**src/rtl/move_cmd_gen.sv**
```systemverilog
// Button front end: synchronise, debounce, latch taps, auto-repeat held buttons and arbitrate
// into at most one movement command strobe per frame tick.
module move_cmd_gen #(
  parameter int unsigned DEBOUNCE_CYCLES = 371250,
  parameter int unsigned REPEAT_FRAMES   = 4
) (
  input  logic       pixel_clk_in,
  input  logic       rst_in,
  input  logic [3:0] btn_in,
  input  logic       frame_tick_in,
  output logic       moveFwd,
  output logic       moveBack,
  output logic       rotLeft,
  output logic       rotRight,
  output logic       valid_out,
  output logic [3:0] held_out
);

  localparam int unsigned CW = $clog2(DEBOUNCE_CYCLES);
  localparam int unsigned FW = (REPEAT_FRAMES > 1) ? $clog2(REPEAT_FRAMES) : 1;
  localparam logic [CW-1:0] CNT_LAST = CW'(DEBOUNCE_CYCLES - 1);
  localparam logic [FW-1:0] FRM_LAST = FW'(REPEAT_FRAMES - 1);

  logic [3:0]    sync1_q, sync2_q;
  logic [3:0]    stable_q, stable_d;
  logic [3:0]    pend_q, pend_d;
  logic [CW-1:0] cnt_q [4];
  logic [CW-1:0] cnt_d [4];
  logic [FW-1:0] frm_cnt_q, frm_cnt_d;
  logic [3:0]    cmd_q, cmd_d;
  logic          valid_q, valid_d;
  logic [3:0]    cand_s, cancel_s, keep_s, win_s, rise_s;

  // Per-bit debounce: a level is accepted only after DEBOUNCE_CYCLES of continuous difference.
  always_comb begin
    stable_d = stable_q;
    for (int i = 0; i < 4; i++) begin
      cnt_d[i] = cnt_q[i];
      if (sync2_q[i] == stable_q[i]) begin
        cnt_d[i] = '0;
      end else if (cnt_q[i] == CNT_LAST) begin
        cnt_d[i]    = '0;
        stable_d[i] = sync2_q[i];
      end else begin
        cnt_d[i] = cnt_q[i] + CW'(1);
      end
    end
  end

  // Frame-tick arbitration: cancel opposing pairs, then fwd > back > rotL > rotR.
  always_comb begin
    rise_s    = stable_d & ~stable_q;
    cand_s    = pend_q | (stable_q & {4{frm_cnt_q == FRM_LAST}});
    cancel_s  = {{2{cand_s[3] & cand_s[2]}}, {2{cand_s[1] & cand_s[0]}}};
    keep_s    = cand_s & ~cancel_s;
    win_s     = 4'b0000;
    pend_d    = pend_q | rise_s;
    frm_cnt_d = frm_cnt_q;
    cmd_d     = 4'b0000;
    valid_d   = 1'b0;
    if (keep_s[3]) begin
      win_s = 4'b1000;
    end else if (keep_s[2]) begin
      win_s = 4'b0100;
    end else if (keep_s[1]) begin
      win_s = 4'b0010;
    end else if (keep_s[0]) begin
      win_s = 4'b0001;
    end else begin
      win_s = 4'b0000;
    end
    if (frame_tick_in) begin
      // An edge accepted on the tick cycle itself must survive for the next tick.
      pend_d = (pend_q & ~cancel_s & ~win_s) | rise_s;
      if (|keep_s) begin
        valid_d   = 1'b1;
        cmd_d     = win_s;
        frm_cnt_d = '0;
      end else if (frm_cnt_q != FRM_LAST) begin
        frm_cnt_d = frm_cnt_q + FW'(1);
      end else begin
        frm_cnt_d = frm_cnt_q;
      end
    end else begin
      frm_cnt_d = frm_cnt_q;
    end
  end

  // State and registered outputs.
  always_ff @(posedge pixel_clk_in) begin
    if (rst_in) begin
      sync1_q   <= 4'b0000;
      sync2_q   <= 4'b0000;
      stable_q  <= 4'b0000;
      pend_q    <= 4'b0000;
      frm_cnt_q <= FRM_LAST;
      cmd_q     <= 4'b0000;
      valid_q   <= 1'b0;
      for (int i = 0; i < 4; i++) begin
        cnt_q[i] <= '0;
      end
    end else begin
      sync1_q   <= btn_in;
      sync2_q   <= sync1_q;
      stable_q  <= stable_d;
      pend_q    <= pend_d;
      frm_cnt_q <= frm_cnt_d;
      cmd_q     <= cmd_d;
      valid_q   <= valid_d;
      for (int i = 0; i < 4; i++) begin
        cnt_q[i] <= cnt_d[i];
      end
    end
  end

  assign moveFwd   = cmd_q[3];
  assign moveBack  = cmd_q[2];
  assign rotLeft   = cmd_q[1];
  assign rotRight  = cmd_q[0];
  assign valid_out = valid_q;
  assign held_out  = stable_q;

endmodule

```
**config.mk**
```make
export PLATFORM = sky130hd
export DESIGN_NAME = move_cmd_gen
export DESIGN_NICKNAME = d
export VERILOG_FILES = /design/src/rtl/move_cmd_gen.sv
export SDC_FILE = /design/constraint.sdc
export NUM_CORES = 1
export LEC_CHECK = 0
export ABC_AREA = 1
export BUFFER_PORTS_ARGS = -buffer_cell sky130_fd_sc_hd__buf_2
export CORE_ASPECT_RATIO = 0.5
export CORE_MARGIN = 2
export CORE_UTILIZATION = 25
export DETAILED_ROUTE_END_ITERATION = 16
export GPL_ROUTABILITY_DRIVEN = 1
export SLEW_MARGIN = 20
export SYNTH_ARGS = -nofsm -noshare
export SYNTH_HDL_FRONTEND = slang
export SYNTH_SLANG_ARGS = --single-unit
```
**constraint.sdc**
```tcl
create_clock -name pixel_clk_in -period 2.35 [get_ports pixel_clk_in]
set_input_delay 0.1175 -clock pixel_clk_in [delete_from_list [all_inputs] [get_ports pixel_clk_in]]
set_output_delay 0.1175 -clock pixel_clk_in [all_outputs]
set_load 0.01 [all_outputs]
```
### After elaboration in Yosys (flattened, before gate mapping)

Memory sizes are Yosys's and may differ from the RTL's.
Cells that the tools add are included.

| storage, ports and cells | value |
|---|---|
| bits in latches | 0 |
| logic and storage cells | 78 |
| bits of input ports | 7 |
| RAM bits | 76 |
| bits in registers | 23 |
| output and inout port bits | 9 |
| bits in read-only memories | 0 |
| memories | 1 |

| cells by class | value |
|---|---|
| eq/ne operators | 10 |
| add/subtract/negate cells | 5 |
| mux-type cells | 31 |
| shift operators | 0 |
| magnitude comparators | 0 |
| div/mod/pow operators | 0 |
| reductions and logical operators | 5 |
| multiply operators | 0 |
| bitwise gates (word level) | 19 |

Memory list:

| memory | depth | width | read ports | clocked after Yosys merged registers in | write ports | RTL line | source |
|---|---|---|---|---|---|---|---|
| cnt_q | 4 | 19 | 4 | 0 | 4 | 27 | `logic [CW-1:0] cnt_q [4];` |

Operators by type and width:

| cell | number |
|---|---|
| $mux 19 | 12 |
| $add 19x1->19 const B | 4 |
| $eq 19x19->1 const B | 4 |
| $and 4x4->4 | 5 |
| $mux 1 | 13 |
| $not 4->4 | 3 |
| $or 4x4->4 | 3 |
| $mux 4 | 2 |
| $mux 2 | 3 |
| $eq 1x1->1 | 4 |
| $or 1x1->1 | 4 |
| $reduce_or 4->1 | 1 |
| $mux 3 | 1 |
| $reduce_or 3->1 | 1 |
| $add 2x1->2 const B | 1 |
| $and 1x1->1 | 2 |
| $eq 2x2->1 const B | 1 |
| $ne 2x2->1 const B | 1 |
| $not 1->1 | 2 |
| $reduce_and 2->1 | 1 |
| $reduce_bool 2->1 | 1 |
| $reduce_or 2->1 | 1 |

### Logic depth before layout (Yosys ltp)

Gate-level depths: netlist of run 1.

| logic depth | value |
|---|---|
| word-level depth | 14 |
| mapped depth | 11 |
| depth with buffers taken out | 11 |

### Least setup slack after synthesis of run 1

No wires, ideal clock.

| timing path | value |
|---|---|
| path type | register -> register |
| start point | register frm_cnt_q[0] |
| end point | register frm_cnt_q[0] |
| setup slack | 0.693 ns |
| buffers on the path | 0 |
| arrival time | 1.519 ns |
| library setup time | 0.138 ns |
| clock period less this slack | 1.657 ns |
| stages on the path, launching flop included | 11 |
| required time | 2.212 ns |
| cells stage by stage | dfxtp_1 > ha_1 > a21oi_1 > inv_1 > ha_1 > nand2_1 > inv_1 > a21oi_1 > inv_1 > nand2_1 > o211ai_1 |

| on the way | value |
|---|---|
| word-level cells in the longest chain between the ends | 9 |
| elaborated cells between the ends (all ways) | 14 |
| those cells by class | add/sub (1); eq/ne (2); mux (2); bitwise (6); reduce/logical (3) |

Ends and longest elaborated chain:

| what | RTL line | source |
|---|---|---|
| start: declaration | 29 | `logic [FW-1:0] frm_cnt_q, frm_cnt_d;` |
| start signal: assignment | 107 | `frm_cnt_q <= frm_cnt_d;` |
| $eq 2x2->1 | 53 | `cand_s = pend_q \| (stable_q & {4{frm_cnt_q == FRM_LAST}});` |
| $and 4x4->4 | 53 |  |
| $or 4x4->4 | 53 |  |
| $and 1x1->1 | 54 | `cancel_s = {{2{cand_s[3] & cand_s[2]}}, {2{cand_s[1] & cand_s[0]}}};` |
| $not 4->4 | 55 | `keep_s = cand_s & ~cancel_s;` |
| $and 4x4->4 | 55 |  |
| $reduce_or 4->1 | 75 | `if (\|keep_s) begin` |
| $reduce_bool 2->1 (no source line) | -- |  |
| $reduce_and 2->1 (no source line) | -- |  |

Parallel ways exist; a longest one is shown, timed or not. The select of a mux whose other input is x is not followed.
A chain may end at the register's enable or synchronous reset.

### Worst setup path in the final report of run 1

Same ends and word-level chain as after synthesis.

==> results of run 1 <==
==> where the power goes <==
group / leakage [nW] / internal [mW] / switching, mW
logic: 0.956 / 0.0219 / 0.0422
clock network: 0.164 / 0.954 / 0.689
registers: 0.799 / 1.69 / 0.00984
==> layout make-up <==
| type | instances | area (um^2) |
|---|---|---|
| multi-input combinational | 552 | 2660 |
| timing repair buffer | 18 | 105 |
| inverter | 93 | 349 |
| fill | 2154 | 13900 |
| clock buffer | 9 | 225 |
| sequential | 99 | 1980 |
| tap | 266 | 333 |
| clock inverter | 7 | 105 |
==> kinds of logic after synthesis <==
| family | after synthesis | share of synthesized area |
|---|---|---|
| fa+ha+maj | 14 | 0.0347 |
| compound gates | 53 | 0.0561 |
| flops | 99 | 0.393 |
| simple gates | 463 | 0.399 |
| buf+inv | 99 | 0.0796 |
| xor+xnor | 22 | 0.0382 |
==> state kept, by name, summed over array words and instances (netlist names) <==
signal / flops
held_out: 4
pend_q: 4
cmd_q: 4
sync1_q: 4
valid_out: 1
frm_cnt_q: 2
cnt_q: 76
sync2_q: 4
==> cell usage after synthesis, drive strengths merged <==
cell type    n
xor2        12
xnor2       10
nand3       48
o21bai       1
nor2b        1
buf          4
a21oi       41
nand4       18
or2         11
inv         93
o211ai       1
clkbuf       2
a31oi        1
nor2       165
dfxtp       99
nand3b       2
nor3        14
o21ai        9
nor4         1
nand2      203
ha          14
==> metal layers <==
metal | wire length (um) | up-vias | part of all wire
met5 | 0 | - | 0
met4 | 140 | 0 | 0.014
met3 | 376 | 10 | 0.036
met2 | 4860 | 58 | 0.47
met1 | 4950 | 2011 | 0.48
li1 | - | 2385 | -
==> cells in the final DEF, fill, tap and decap left out, types with 3 or more instances in the layout <==
cell type,count
sky130_fd_sc_hd__or2_2,6
sky130_fd_sc_hd__nor3_1,12
sky130_fd_sc_hd__nand4_1,18
sky130_fd_sc_hd__dlygate4sd3_1,3
sky130_fd_sc_hd__o21ai_0,8
sky130_fd_sc_hd__nor2_4,4
sky130_fd_sc_hd__dfxtp_1,99
sky130_fd_sc_hd__nand3_2,5
sky130_fd_sc_hd__inv_1,92
sky130_fd_sc_hd__ha_1,14
sky130_fd_sc_hd__nor2_1,156
sky130_fd_sc_hd__buf_2,15
sky130_fd_sc_hd__a21oi_1,38
sky130_fd_sc_hd__or2_0,5
sky130_fd_sc_hd__clkbuf_16,9
sky130_fd_sc_hd__nand2_2,7
sky130_fd_sc_hd__nand2_1,195
sky130_fd_sc_hd__xnor2_1,10
sky130_fd_sc_hd__nor2_2,5
sky130_fd_sc_hd__nand3_1,43
sky130_fd_sc_hd__xor2_1,12
sky130_fd_sc_hd__a21oi_2,3
==> per-stage QoR <==
step	cell area, um^2	instances	power, mW
floorplan	5040	750	1.78
global route	5760	1044	3.54
detailed placement	5400	1025	1.80
global placement	5400	1025	1.80
finish	5760	1044	3.41
CTS	5750	1043	3.46
==> worst max-delay path: stages, from the launching register on <==
cell and delay (ns):
sky130_fd_sc_hd__dfxtp_1 0.32, sky130_fd_sc_hd__ha_1 0.25, sky130_fd_sc_hd__a21oi_1 0.20, sky130_fd_sc_hd__inv_1 0.07, sky130_fd_sc_hd__ha_1 0.29, sky130_fd_sc_hd__nand2_1 0.06
sky130_fd_sc_hd__inv_1 0.06, sky130_fd_sc_hd__a21oi_1 0.22, sky130_fd_sc_hd__inv_1 0.08, sky130_fd_sc_hd__nand2_1 0.06, sky130_fd_sc_hd__o211ai_1 0.08
==> final timing paths <==
| check | endpoint | depth (start not counted) | slack, ns |
|---|---|---|---|
| max | frm_cnt_q[0]$_SDFFE_PP1P_ | 10 | 0.51 |
| min | sync1_q[2]$_SDFF_PP0_ | 3 | 0.02 |
| max reg2reg | frm_cnt_q[0]$_SDFFE_PP1P_ | 10 | 0.51 |
| min reg2reg | sync2_q[3]$_SDFF_PP0_ | 2 | 0.40 |
==> timing repair <==
action	4_1_cts	5_1_grt
hold buffers	2	1
gates resized for setup	0	0
endpoints found under the hold margin	2	1
==> impl_metrics.py, run 1 <==
metrics = {
    "logic_synthesis": {
        "postSynthAreaPerCell_um2": 6.73,
        "synth_seq_cells": 99,
        "synth.largest_area_cell": "sky130_fd_sc_hd__dfxtp_1",
        "postSynthNetCount": 771,
        "syn-cell-area_um2": 5040,
        "synth-seq-area-share": 0.393,
        "syn_inst": 750,
        "post_synth_main_area_contributors": "sky130_fd_sc_hd__dfxtp_1, sky130_fd_sc_hd__nand2_1, sky130_fd_sc_hd__nor2_1",
        "ys_warn_count": 0,
        "synthDominantCellAreaShare": 0.393,
        "synth_cell_types": 31,
    },
    "clocking": {
        "cts.repair_timing.setup_buffer_count": 0,
        "clk-insertion-delay-late_ns": 0.35,
        "htree_levels": 3,
        "clock_pin_slew_worst_setup_and_hold_paths_ns": 0.07,
        "ctsRootBufferMaster": "sky130_fd_sc_hd__clkbuf_16",
        "cts_num_sinks": 99,
        "clock_tree_from_tritoncts": "yes",
        "cts_made_buffers": 9,
        "cts_max_path_buffers": 2,
    },
    "timing": {
        "tightest_slew_ns": 0.417,
        "max_freq_ghz": 0.543,
        "hold_viol_final": 0,
        "finalSetupTns_ns": 0,
        "setup_violations": 0,
        "timing.final.crit_share": 0.783,
        "timing_max_transition_violations_final": 0,
        "finalWorstSetupSlack_ns": 0.509,
        "clock_skew_ns": 0.00749,
        "whs_ns": 0.0166,
        "max-slew-margin-rel": 0.722,
        "min_period_ns": 1.84,
        "rsz0062_at_grt": "no",
    },
    "routing": {
        "drtIter0Drc": 258,
        "wire_per_inst_um": 9.90,
        "drt_drc_violations_left": 0,
        "via_cell_ratio": 4.28,
        "drt_wl_total_mm": 10.3,
        "drt.antenna.violating_nets": 0,
        "detail_route.first_pass.iterations": 4,
        "dr_total_vias": 4464,
    },
    "power": {
        "p_per_area_nw_per_um2": 591,
        "vdd_ir_drop_max_uv": 383,
        "power_leakage_nw": 1.92,
    },
    "global_route": {
        "grt_pass1_wl_mm": 18.0,
        "grt_start_max_net_pins": 20,
        "grt_antenna_before_repair": 0,
        "global_route.peak_usage_layer": "met2",
        "global_route.overflow_total": 0,
        "gr-usage-met1": 0.123,
        "grtUsageTotal": 0.102,
        "use_met3": 0.0304,
        "grt.met2_usage": 0.175,
        "grt_pass1_vias": 4115,
    },
    "placement": {
        "port-buffer-count": 15,
        "preCtsSetupSlack_ns": 0.518,
        "dpl.hpwl_mm": 7.76,
        "globalplace.congestion": 0.857,
    },
    "floorplanning": {
        "ios": 16,
        "floorplan.rows": 36,
        "start_util": 0.257,
        "die_width_um": 205,
        "core-area_um2": 19600,
        "die_area_um2": 21400,
        "die-height_um": 104,
    },
    "worst_setup_path": {
        "critical_path_required_ns": 2.56,
        "critPathArrivalTime_ns": 2.05,
        "critPathLaunch": "frm_cnt_q[0]$_SDFFE_PP1P_",
        "reg2reg_from": "frm_cnt_q[0]$_SDFFE_PP1P_",
        "setup.worst_path.start_class": "flop",
        "critical_path_class": "flop to flop",
        "worst_setup_path_end_kind": "flop",
        "path_max_fanout": 5,
    },
    "final_layout": {
        "final_net_count": 794,
        "n_antenna_cell": 0,
        "area_growth_pct": 14.2,
        "final_layout_size_suffix_gt1_frac": 0.0848,
        "final_core_utilization": 0.293,
    },
    "job": {
        "cap_viol_max_count": 0,
    },
    "outcome": {
        "outcome": "completed",
    },
    "min_path": {
        "worstHoldPathType": "input pin to flop",
        "hold_path_startpoint": "btn_in[2]",
    },
}
Power figures use the tool's default switching activity.
==> run 2: changes to the inputs <==
==> constraint.sdc (replaced) <==
create_clock -name pixel_clk_in -period 1.85 [get_ports pixel_clk_in]
set_input_delay 0.0925 -clock pixel_clk_in [delete_from_list [all_inputs] [get_ports pixel_clk_in]]
set_output_delay 0.0925 -clock pixel_clk_in [all_outputs]
set_load 0.01 [all_outputs]
==> run 2 against run 1 <==
  * Sequential cell count stayed put
  * Sequential power is 27% higher
  * Total power is 25% higher
  * Via count is 0.94% higher
  * Largest cell class unchanged
  * Largest power group unchanged
==> impl_metrics.py, run 2 (synthesized netlist as in run 1, its figures left out) <==
metrics = {
    "global_route": {
        "grt_antenna_before_repair": 0,
        "grt_pass1_wl_mm": 18.2,
        "global_route.overflow_total": 0,
        "grt_start_max_net_pins": 20,
        "grtUsageTotal": 0.103,
        "grt_pass1_vias": 4131,
    },
    "routing": {
        "drt_wl_total_mm": 10.5,
        "drtIter0Drc": 241,
        "drt.antenna.violating_nets": 0,
        "drt_drc_violations_left": 0,
        "wire_per_inst_um": 9.97,
        "via_cell_ratio": 4.30,
        "detail_route.first_pass.iterations": 4,
        "dr_total_vias": 4506,
    },
    "worst_setup_path": {
        "crit_path_frequent_cell": "sky130_fd_sc_hd__inv_1",
        "r2r_cells": 10,
        "critical_path_cell_count": 10,
        "worst_setup_path_end_kind": "flop",
        "path_buf_inv": 3,
        "cp_cell_sequence": "ha_4 -> a21oi_2 -> inv_1 -> ha_1 -> nand2_1 -> inv_1 -> a21oi_2 -> inv_1 -> nand2_1 -> o211ai_1",
        "crit_path_max_incr_delay_ns": 0.35,
        "crit_slowest_cell": "sky130_fd_sc_hd__dfxtp_2",
        "crit_family": "adder cells",
        "critical_path_required_ns": 2.09,
        "path_max_fanout": 5,
        "setup.worst_path.start_class": "flop",
        "critical_path_class": "flop to flop",
        "critPathArrivalTime_ns": 1.92,
    },
    "clocking": {
        "clock_pin_slew_worst_setup_and_hold_paths_ns": 0.07,
        "clock_tree_from_tritoncts": "yes",
        "cts_max_path_buffers": 2,
        "cts_made_buffers": 9,
        "clk-insertion-delay-late_ns": 0.36,
        "htree_levels": 3,
        "cts_num_sinks": 99,
        "ctsRootBufferMaster": "sky130_fd_sc_hd__clkbuf_16",
    },
    "min_path": {
        "timing.hold.worst_path_depth": 4,
        "worstHoldPathType": "input pin to flop",
    },
    "final_layout": {
        "most_frequent_standard_cell_in_the_layout_excluding_fill_and_tap_cells": "sky130_fd_sc_hd__nand2_1",
        "area_growth_pct": 15.6,
        "final_layout_size_suffix_gt1_frac": 0.0983,
        "final_net_count": 799,
        "n_antenna_cell": 0,
        "number_of_flip_flops_in_the_largest_register": 76,
        "max_flop_register": "cnt_q",
        "final_cell_mix": "sky130_fd_sc_hd__nand2_1, sky130_fd_sc_hd__nor2_1, sky130_fd_sc_hd__dfxtp_1",
        "postLayoutCellArea_um2": 5830,
        "filler_cell_count": 2166,
    },
    "floorplanning": {
        "die_area_um2": 21400,
        "floorplan.rows": 36,
        "ios": 16,
        "core-area_um2": 19600,
        "die-height_um": 104,
        "start_util": 0.257,
        "die_width_um": 205,
    },
    "timing": {
        "whs_ns": 0.0605,
        "max-slew-margin-rel": 0.731,
        "tightest_slew_ns": 0.402,
        "timing_max_transition_violations_final": 0,
        "rsz0062_at_grt": "no",
        "clock_skew_ns": 0.00668,
        "min_period_ns": 1.68,
        "timing.final.crit_share": 0.909,
        "max_freq_ghz": 0.595,
        "finalSetupTns_ns": 0,
        "finalWorstSetupSlack_ns": 0.169,
        "hold_viol_final": 0,
        "setup_violations": 0,
    },
    "power": {
        "vdd_ir_drop_max_uv": 352,
        "p_total_mw": 4.27,
        "p_per_area_nw_per_um2": 731,
        "power_leakage_nw": 1.94,
    },
    "placement": {
        "dpl_cell_area_um2": 5440,
        "globalplace.congestion": 0.839,
        "preCtsSetupSlack_ns": 0.0296,
        "port-buffer-count": 15,
        "dpl.hpwl_mm": 7.85,
    },
    "outcome": {
        "outcome": "completed",
    },
    "job": {
        "cap_viol_max_count": 0,
    },
}
[run 2: final timing paths]
kind                                                start                         to  slack [ns]
worst max-delay path            frm_cnt_q[0]$_SDFFE_PP1P_  frm_cnt_q[0]$_SDFFE_PP1P_        0.17
worst max register to register  frm_cnt_q[0]$_SDFFE_PP1P_  frm_cnt_q[0]$_SDFFE_PP1P_        0.17
worst min register to register      sync1_q[1]$_SDFF_PP0_      sync2_q[1]$_SDFF_PP0_        0.41
worst min-delay path                        frame_tick_in       pend_q[0]$_SDFF_PP0_        0.06
[run 2: through the flow]
step | cells | util
final | 1049 | 0.297
after global routing | 1049 | 0.297
after CTS | 1049 | 0.295
after detailed placement | 1029 | 0.277
after global placement | 1029 | 0.277
after floorplan | 750 | -
[run 2: timing repair]
item | in CTS | in global routing
setup buffers | 0 | 0
hold buffers | 4 | 0
resized for setup | 0 | 8
setup endpoints to repair | 0 | 6
hold endpoints to repair | 4 | 0
[run 2: where the power goes]
| part | switching (mW) | internal [mW] | leakage, nW | total [mW] |
|---|---|---|---|---|
| Clock | 0.908 | 1.09 | 0.154 | 2.00 |
| Sequential | 0.0159 | 2.15 | 0.799 | 2.16 |
| Combinational | 0.0621 | 0.0452 | 0.992 | 0.107 |
[run 2: cell type report]
type                            count  area [um^2]  area share
Tap cell                          266          333      0.0571
Clock buffer                        9          225      0.0386
Timing Repair Buffer               23          158      0.0270
Clock inverter                      7         91.3      0.0157
Inverter                           93          349      0.0598
Multi-Input combinational cell    552         2690       0.462
Sequential cell                    99         1980       0.340
[run 2: per-layer routing]
metal | global-route usage | wire length (um) | vias to the layer above
met2 | 0.173 | 4890 | 54
li1 | - | - | 2407
met5 | 0 | 0 | -
met1 | 0.124 | 5050 | 2029
met3 | 0.0273 | 338 | 16
met4 | 0.0385 | 182 | 0
[run 2: worst reg2reg max path: stages (launching register included)]
cell and delay [ns]:
sky130_fd_sc_hd__dfxtp_2 0.35, sky130_fd_sc_hd__ha_4 0.19, sky130_fd_sc_hd__a21oi_2 0.14, sky130_fd_sc_hd__inv_1 0.06
sky130_fd_sc_hd__ha_1 0.29, sky130_fd_sc_hd__nand2_1 0.06, sky130_fd_sc_hd__inv_1 0.08, sky130_fd_sc_hd__a21oi_2 0.18
sky130_fd_sc_hd__inv_1 0.08, sky130_fd_sc_hd__nand2_1 0.06, sky130_fd_sc_hd__o211ai_1 0.08
